`config.mk`:
```
export PLATFORM = sky130hd
export DESIGN_NAME = fp_align_add
export DESIGN_NICKNAME = d
export VERILOG_FILES = /design/src/rtl/fp_pkg.sv /design/src/rtl/align_shifter.sv /design/src/rtl/fp_align_add.sv
export SDC_FILE = /design/constraint.sdc
export NUM_CORES = 1
export LEC_CHECK = 0
export CAP_MARGIN = 15
export CORE_ASPECT_RATIO = 1.4
export CORE_UTILIZATION = 33
export CTS_CLUSTER_DIAMETER = 100
export CTS_CLUSTER_SIZE = 12
export DETAILED_ROUTE_END_ITERATION = 10
export DONT_BUFFER_PORTS = 1
export PLACE_DENSITY_LB_ADDON = 0.3
export SETUP_SLACK_MARGIN = 0.1
export SYNTH_ARGS = -nofsm -noshare
export SYNTH_HDL_FRONTEND = slang
export SYNTH_SLANG_ARGS = --single-unit
```
`constraint.sdc`:
```
create_clock -name clk_i -period 11.4 [get_ports clk_i]
set_input_delay 1.14 -clock clk_i [delete_from_list [all_inputs] [get_ports clk_i]]
set_output_delay 1.14 -clock clk_i [all_outputs]
set_load 0.02 [all_outputs]
```
`src/rtl/fp_pkg.sv`:
```
// fp_pkg: shared widths, packed types and operand unpacking for the FP add/sub front end.
// Latency: none (types and a combinational helper only).
// Backpressure: none.
//
// Build option FP_ALIGN_FTZ_EN: when defined, operands with a zero exponent field
// are flushed to exact zero; otherwise they are kept as subnormals with effective
// exponent 1 and hidden bit 0.
package fp_pkg;

    localparam int unsigned FP_EXP_W        = 5;
    localparam int unsigned FP_MANT_W       = 11;  // includes the hidden bit
    localparam int unsigned FP_DATA_W       = FP_EXP_W + FP_MANT_W;
    localparam int unsigned MAX_ALIGN_SHIFT = FP_MANT_W + 3;

    typedef struct packed {
        logic                 sign;
        logic [FP_EXP_W-1:0]  exp;   // effective exponent
        logic [FP_MANT_W-1:0] mant;  // hidden bit at MSB
    } unpacked_operand_t;

    typedef struct packed {
        logic                 sign;        // sign of the larger operand
        logic [FP_EXP_W-1:0]  exp;         // exponent of the larger operand
        logic [FP_MANT_W-1:0] big_mant;
        logic [FP_MANT_W-1:0] small_mant;
        logic [FP_EXP_W-1:0]  shift;       // exponent difference, unsigned
        logic                 eff_sub;
    } s1_reg_t;

    // Splits a packed operand into sign / effective exponent / mantissa.
    // invert_sign folds the subtract request into operand B's sign.
    function automatic unpacked_operand_t unpack_operand(
        input logic [FP_DATA_W-1:0] op,
        input logic                 invert_sign
    );
        unpacked_operand_t u;
        u.sign = op[FP_DATA_W-1] ^ invert_sign;
        u.exp  = op[FP_DATA_W-2 -: FP_EXP_W];
        u.mant = {(u.exp != '0), op[FP_MANT_W-2:0]};
`ifdef FP_ALIGN_FTZ_EN
        if (u.exp == '0) begin
            u.mant = '0;
        end
`else
        // Subnormals sit on the same binade as exponent 1.
        if (u.exp == '0) begin
            u.exp = FP_EXP_W'(1);
        end
`endif
        return u;
    endfunction

endpackage

```
`src/rtl/align_shifter.sv`:
```
// align_shifter: right shifter that turns a mantissa into {mant, G, R, S} with sticky collection.
// Latency: combinational.
// Backpressure: none (pure datapath).
//
// Ports:
//   mant_i  [WIDTH-1:0]    mantissa to align
//   shamt_i [SHIFT_W-1:0]  requested right shift, saturated at MAX_SHIFT
//   ext_o   [WIDTH+2:0]    {shifted mantissa, guard, round, sticky}
module align_shifter #(
    parameter int unsigned WIDTH     = 11,
    parameter int unsigned MAX_SHIFT = 14,
    parameter int unsigned SHIFT_W   = 5
)(
    input  logic [WIDTH-1:0]   mant_i,
    input  logic [SHIFT_W-1:0] shamt_i,
    output logic [WIDTH+2:0]   ext_o
);

    // Mantissa, guard and round occupy the top WIDTH+2 bits; everything that
    // falls into the lower MAX_SHIFT bits is collapsed into sticky.
    localparam int unsigned TOT_W = WIDTH + 2 + MAX_SHIFT;

    logic [31:0]      shamt_sat;
    logic [TOT_W-1:0] shifted;

    always_comb begin
        shamt_sat = 32'(shamt_i);
        if (shamt_sat > MAX_SHIFT) begin
            shamt_sat = MAX_SHIFT;
        end
        shifted = {mant_i, {(2 + MAX_SHIFT){1'b0}}} >> shamt_sat;
        ext_o   = {shifted[TOT_W-1 -: WIDTH+2], |shifted[MAX_SHIFT-1:0]};
    end

endmodule

```
`src/rtl/fp_align_add.sv`:
```
// fp_align_add: FP add/sub front end - unpack, magnitude swap, align with G/R/S, mantissa add/sub.
// Latency: 2 cycles from accepted input to valid_o, one result per cycle.
// Backpressure: valid/ready; a stalled output holds and stage 1 keeps one more op, then ready_o drops.
//
// Ports:
//   clk_i, rst_ni (async active-low), flush_i (sync, highest priority)
//   valid_i / ready_o, operand_a_i, operand_b_i, sub_i (1 = A-B)
//   valid_o / ready_i, sign_o, exp_o, mant_carry_bit_o, mant_o,
//   mant_guard_bit_o, mant_round_bit_o, mant_sticky_bit_o, zero_o
//
// Build option FP_ALIGN_FTZ_EN (handled in fp_pkg::unpack_operand): flush
// zero-exponent operands to exact zero instead of treating them as subnormals.
// The packed stage types are sized in fp_pkg, so width overrides must match it.
module fp_align_add
    import fp_pkg::*;
#(
    parameter  int unsigned EXPONENT_WIDTH = FP_EXP_W,
    parameter  int unsigned MANTISSA_WIDTH = FP_MANT_W,
    localparam int unsigned DATA_WIDTH     = EXPONENT_WIDTH + MANTISSA_WIDTH
)(
    input  logic                      clk_i,
    input  logic                      rst_ni,
    input  logic                      flush_i,
    input  logic                      valid_i,
    output logic                      ready_o,
    input  logic [DATA_WIDTH-1:0]     operand_a_i,
    input  logic [DATA_WIDTH-1:0]     operand_b_i,
    input  logic                      sub_i,
    output logic                      valid_o,
    input  logic                      ready_i,
    output logic                      sign_o,
    output logic [EXPONENT_WIDTH-1:0] exp_o,
    output logic                      mant_carry_bit_o,
    output logic [MANTISSA_WIDTH-1:0] mant_o,
    output logic                      mant_guard_bit_o,
    output logic                      mant_round_bit_o,
    output logic                      mant_sticky_bit_o,
    output logic                      zero_o
);

    localparam int unsigned EXT_W = MANTISSA_WIDTH + 3;  // {mant, G, R, S}

    // ---------------------------------------------------------------------
    // Handshake
    // ---------------------------------------------------------------------
    logic s1_valid;
    logic s2_valid;
    logic init_done;
    logic en1;
    logic en2;
    logic accept;

    assign en2     = !s2_valid || ready_i;
    assign en1     = !s1_valid || en2;
    // init_done keeps ready_o low during reset and for the first edge after it.
    assign ready_o = en1 && init_done && !flush_i;
    assign accept  = valid_i && ready_o;
    assign valid_o = s2_valid;

    always_ff @(posedge clk_i or negedge rst_ni) begin
        if (!rst_ni) begin
            init_done <= 1'b0;
        end else begin
            init_done <= 1'b1;
        end
    end

    // ---------------------------------------------------------------------
    // Stage 1: unpack, order by magnitude, effective operation
    // ---------------------------------------------------------------------
    unpacked_operand_t op_a;
    unpacked_operand_t op_b;
    logic              a_is_big;
    s1_reg_t           s1_d;
    s1_reg_t           s1_q;

    always_comb begin
        op_a = unpack_operand(operand_a_i, 1'b0);
        op_b = unpack_operand(operand_b_i, sub_i);
        // Effective exponent and mantissa order the same way as the raw
        // {exp, fraction} field; a tie keeps A as the big operand.
        a_is_big     = {op_a.exp, op_a.mant} >= {op_b.exp, op_b.mant};
        s1_d         = '0;
        s1_d.eff_sub = op_a.sign ^ op_b.sign;
        if (a_is_big) begin
            s1_d.sign       = op_a.sign;
            s1_d.exp        = op_a.exp;
            s1_d.big_mant   = op_a.mant;
            s1_d.small_mant = op_b.mant;
            s1_d.shift      = op_a.exp - op_b.exp;
        end else begin
            s1_d.sign       = op_b.sign;
            s1_d.exp        = op_b.exp;
            s1_d.big_mant   = op_b.mant;
            s1_d.small_mant = op_a.mant;
            s1_d.shift      = op_b.exp - op_a.exp;
        end
    end

    always_ff @(posedge clk_i or negedge rst_ni) begin
        if (!rst_ni) begin
            s1_valid <= 1'b0;
            s1_q     <= '0;
        end else if (flush_i) begin
            s1_valid <= 1'b0;
        end else if (en1) begin
            s1_valid <= accept;
            if (accept) begin
                s1_q <= s1_d;
            end
        end
    end

    // ---------------------------------------------------------------------
    // Stage 2: align the small operand, add or subtract
    // ---------------------------------------------------------------------
    logic [EXT_W-1:0] small_ext;
    logic [EXT_W-1:0] big_ext;
    logic [EXT_W:0]   res;
    logic             res_zero;

    align_shifter #(
        .WIDTH     (MANTISSA_WIDTH),
        .MAX_SHIFT (MAX_ALIGN_SHIFT),
        .SHIFT_W   (EXPONENT_WIDTH)
    ) u_align_shifter (
        .mant_i  (s1_q.small_mant),
        .shamt_i (s1_q.shift),
        .ext_o   (small_ext)
    );

    assign big_ext = {s1_q.big_mant, 3'b000};

    always_comb begin
        // big >= small by construction, so the difference never borrows.
        if (s1_q.eff_sub) begin
            res = {1'b0, big_ext - small_ext};
        end else begin
            res = {1'b0, big_ext} + {1'b0, small_ext};
        end
        res_zero = (res == '0);
    end

    always_ff @(posedge clk_i or negedge rst_ni) begin
        if (!rst_ni) begin
            s2_valid          <= 1'b0;
            sign_o            <= 1'b0;
            exp_o             <= '0;
            mant_carry_bit_o  <= 1'b0;
            mant_o            <= '0;
            mant_guard_bit_o  <= 1'b0;
            mant_round_bit_o  <= 1'b0;
            mant_sticky_bit_o <= 1'b0;
            zero_o            <= 1'b0;
        end else if (flush_i) begin
            s2_valid <= 1'b0;
        end else if (en2) begin
            s2_valid <= s1_valid;
            if (s1_valid) begin
                // Exact cancellation reports +0.
                sign_o            <= s1_q.sign && !res_zero;
                exp_o             <= s1_q.exp;
                mant_carry_bit_o  <= res[EXT_W];
                mant_o            <= res[EXT_W-1:3];
                mant_guard_bit_o  <= res[2];
                mant_round_bit_o  <= res[1];
                mant_sticky_bit_o <= res[0];
                zero_o            <= res_zero;
            end
        end
    end

endmodule

```
==> results by group <==
Status
  – Status: completed

Min path
  – WHS Endpoint: exp_o[1]$_DFFE_PN0P_
  – Min-Delay Startpoint: s1_q[29]$_DFFE_PN0P_
  – Hold Path Cell Cnt: 2
  – Hold Crit Class: reg -> reg

Synthesis
  – Largest cells by area after synthesis: dfrtp_1, ha_1, nand2_1, mux2i_1, o21ai_0
  – Seq/Total Area, Yosys: 0.261
  – Top cell type's share of synthesized area: 0.261
  – Mapped Area: 5670 µm²
  – Syn Inst Count: 717
  – Yosys cell types: 71
  – Async set or reset register ratio after synthesis: 1.00
  – Syn Nets: between 800 and 900
  – Syn Area/Cell: 7.90 µm²
  – Primary FF master, synth: dfrtp_1
  – Leading area contributor after synthesis: dfrtp_1
  – Count leader, synth: nand2_1
  – Synth top cells by count: nand2_1, o21ai_0, dfrtp_1, inv_1, ha_1
  – Ys Warns: 0
  – EDFF count, synth: 0
  – Synthesis-stage register bit count: between 50 and 60

Clock network
  – Postcts setup bufs: 0
  – CTS Sinks: 59
  – Post-cts resize count: 0
  – Clk Latency, worst-skew pair: about 0.33 ns
  – Hold-fix buffers, CTS: 0
  – Max clock buf depth: 2
  – CTS tree: yes
  – TritonCTS Buffers: 9
  – H-tree depth: 3
  – Reg clk slew, reported paths: 0.06 ns
  – Root Driver: clkbuf_16

Finish
  – Register area: 1480 µm²
  – Number of fill cells: 1,753
  – Final core utilization: 0.358
  – ANT cells: 0
  – Multi-input logic area: 3760 µm²
  – Synth-to-Final Area Change: 5.83%
  – Fin nets: 765
  – Share of layout cells above drive strength 1: 0.0674

Timing
  – Hold Fails Final Rpt: 0
  – TNS Setup: 0 ns
  – RSZ-0062 raised after global routing: no
  – Setup violators final: 0
  – Normalized max-slew margin: 0.352
  – Fmax: between 0.15 and 0.2 GHz
  – Min cycle time layout: 5.77 ns
  – Pin slew with the least headroom to its limit: 0.968 ns
  – Tcrit/Tclk final: 0.506
  – Hold slack: 0.469 ns
  – Final Slew Violations: 0
  – Final setup skew: roughly 0.012 ns

Critical path
  – CP Class: reg -> reg
  – CP max FO: 22
  – WP data required: 11.62 ns
  – Worst Reg-to-Reg Cells: 15
  – Critical Path Source: s1_q[5]$_DFFE_PN0P_
  – RR Startpoint: s1_q[5]$_DFFE_PN0P_
  – Worst Setup Start Kind: register
  – R2r endpoint: sign_o$_DFFE_PN0P_
  – Endpoint class of the critical path: register
  – Reg2reg setup slack: between 5 and 6 ns
  – Critical path data arrival time: 5.99 ns

Detailed routing
  – DRT Wirelength: 15,200 µm
  – Wire per inst: 17.2 µm
  – Via density: 5.62
  – WL met3: around 710 µm
  – Vias post-DR: 4,970
  – DR WL met2: 7360 µm
  – Met1 wire length: roughly 6700 µm
  – DRC: 0
  – Detail Route Antenna Nets: 0
  – Iteration-0 DRC count of the detailed router: 343
  – Pre-Repair DR Iteration Count: 4
  – Uppermost layer routed: met4

GRT
  – Largest net degree at the start of global routing: 64
  – Total grt overflow: 0
  – Vias in the first global route: slightly below 5,000
  – First-pass GRT wire length: around 25,000 µm
  – Gr usage total: 0.175
  – Initial antenna violation count: 0

Die
  – Die Height: 157 µm
  – # IOs: 62
  – Starting Density: 0.338
  – DIE WIDTH: 113 µm
  – Site row count: 56
  – Core Area: 16,700 µm²
  – Die area: 17,700 µm²

Place
  – Hpwl dp: 11,600 µm
  – Port Buf Inserts: 0
  – Placer Congestion: 0.945

Power
  – Pwr/cell area: around 180 nW/µm²
  – Tot Pwr: 1.08 mW
  – VDD IR max: 0.102 mV
  – Leakage: 2.79 nW

Job
  – Max-cap check violation count: 0
## flip-flops by register name (all words and copies together), names as in the netlist
| name | cells |
|---|---|
| mant_sticky_bit_o | 1 |
| s1_valid | 1 |
| mant_guard_bit_o | 1 |
| valid_o | 1 |
| mant_o | 11 |
| big_ext | 11 |
| sign_o | 1 |
| init_done | 1 |
| exp_o | 5 |
| s1_q | 23 |
| mant_round_bit_o | 1 |
| mant_carry_bit_o | 1 |
| zero_o | 1 |
## area by class of cell
type | count | share of cell area
clock buffer | 12 | 0.0428
clock inverter | 4 | 0.00417
inverter | 53 | 0.0332
multi-input combinational | 551 | 0.628
sequential | 59 | 0.246
tap | 203 | 0.0424
timing repair buffer | 3 | 0.00376
## layout by cell type, fill, tap and decap left out, types with 5 or more instances in the layout
cell type / n
nand4_1: 7
a211oi_1: 10
o211ai_1: 14
xnor2_1: 11
inv_1: 53
o21a_1: 5
a21o_1: 13
a31oi_1: 9
o21ai_0: 61
nand3_1: 12
nor3_1: 10
and3_1: 5
o21bai_1: 5
or2_2: 5
nor2b_1: 9
nand2_1: 100
nand2b_1: 13
clkbuf_16: 9
ha_1: 47
nor2_1: 41
or4_1: 6
mux2i_1: 32
dfrtp_1: 59
a21oi_1: 38
mux2_2: 8
a211o_1: 5
## routing by layer
metal  vias to the layer above  GRT usage
li1                       2463          -
met1                      2312      0.211
met2                       162      0.306
met3                        33     0.0266
met4                         0     0.0781
met5                         -          0
## worst max-delay path by stage
stage	cells after the start	to	slack, ns
after floorplan	21	sign_o$_DFFE_PN0P_	6.71
after global placement	15	sign_o$_DFFE_PN0P_	5.74
after detailed placement	15	sign_o$_DFFE_PN0P_	5.69
after CTS	15	sign_o$_DFFE_PN0P_	5.67
after global routing	15	sign_o$_DFFE_PN0P_	5.32
final	15	sign_o$_DFFE_PN0P_	5.63
## per-stage QoR
| stage | std cells | setup WS (ns) | instance area [µm²] |
|---|---|---|---|
| after global placement | 869 | 5.74 | 5710 |
| after CTS | 885 | 5.67 | 6000 |
| after global routing | 885 | 5.32 | 6000 |
| final | 885 | 5.63 | 6000 |
| after detailed placement | 869 | 5.69 | 5710 |
| after floorplan | 717 | 6.71 | 5670 |
## report_power, final
part | total (mW) | switching (mW) | internal, mW | leakage [nW]
registers | 0.372 | 0.112 | 0.259 | 0.740
logic | 0.449 | 0.258 | 0.192 | 1.91
clock network | 0.259 | 0.100 | 0.158 | 0.135
total | 1.08 | 0.471 | 0.609 | 2.79
## logic make-up after synthesis
logic type | count (synthesis) | synth area share
compound gates | 206 | 0.237
xor+xnor | 14 | 0.0216
fa+ha+maj | 50 | 0.114
buf+inv | 107 | 0.0760
flops | 59 | 0.261
mux | 45 | 0.0897
other cells | 1 | 0.000662
simple gates | 235 | 0.200
## critical path, cell delays in order (launching register included)
cell and delay [ns]:
dfrtp_1 0.62, nand2b_1 0.40, nor2_1 0.75, mux4_2 0.59
mux2i_1 0.14, o22a_1 0.24, fa_1 0.24, o21bai_1 0.08
a21oi_1 0.28, o21ai_0 0.16, a311oi_1 0.48, o21ai_0 0.21
mux2_4 0.30, or4_1 0.45, or4_1 0.51, o21a_1 0.21
No activity file was read; power rests on OpenSTA's default activity.
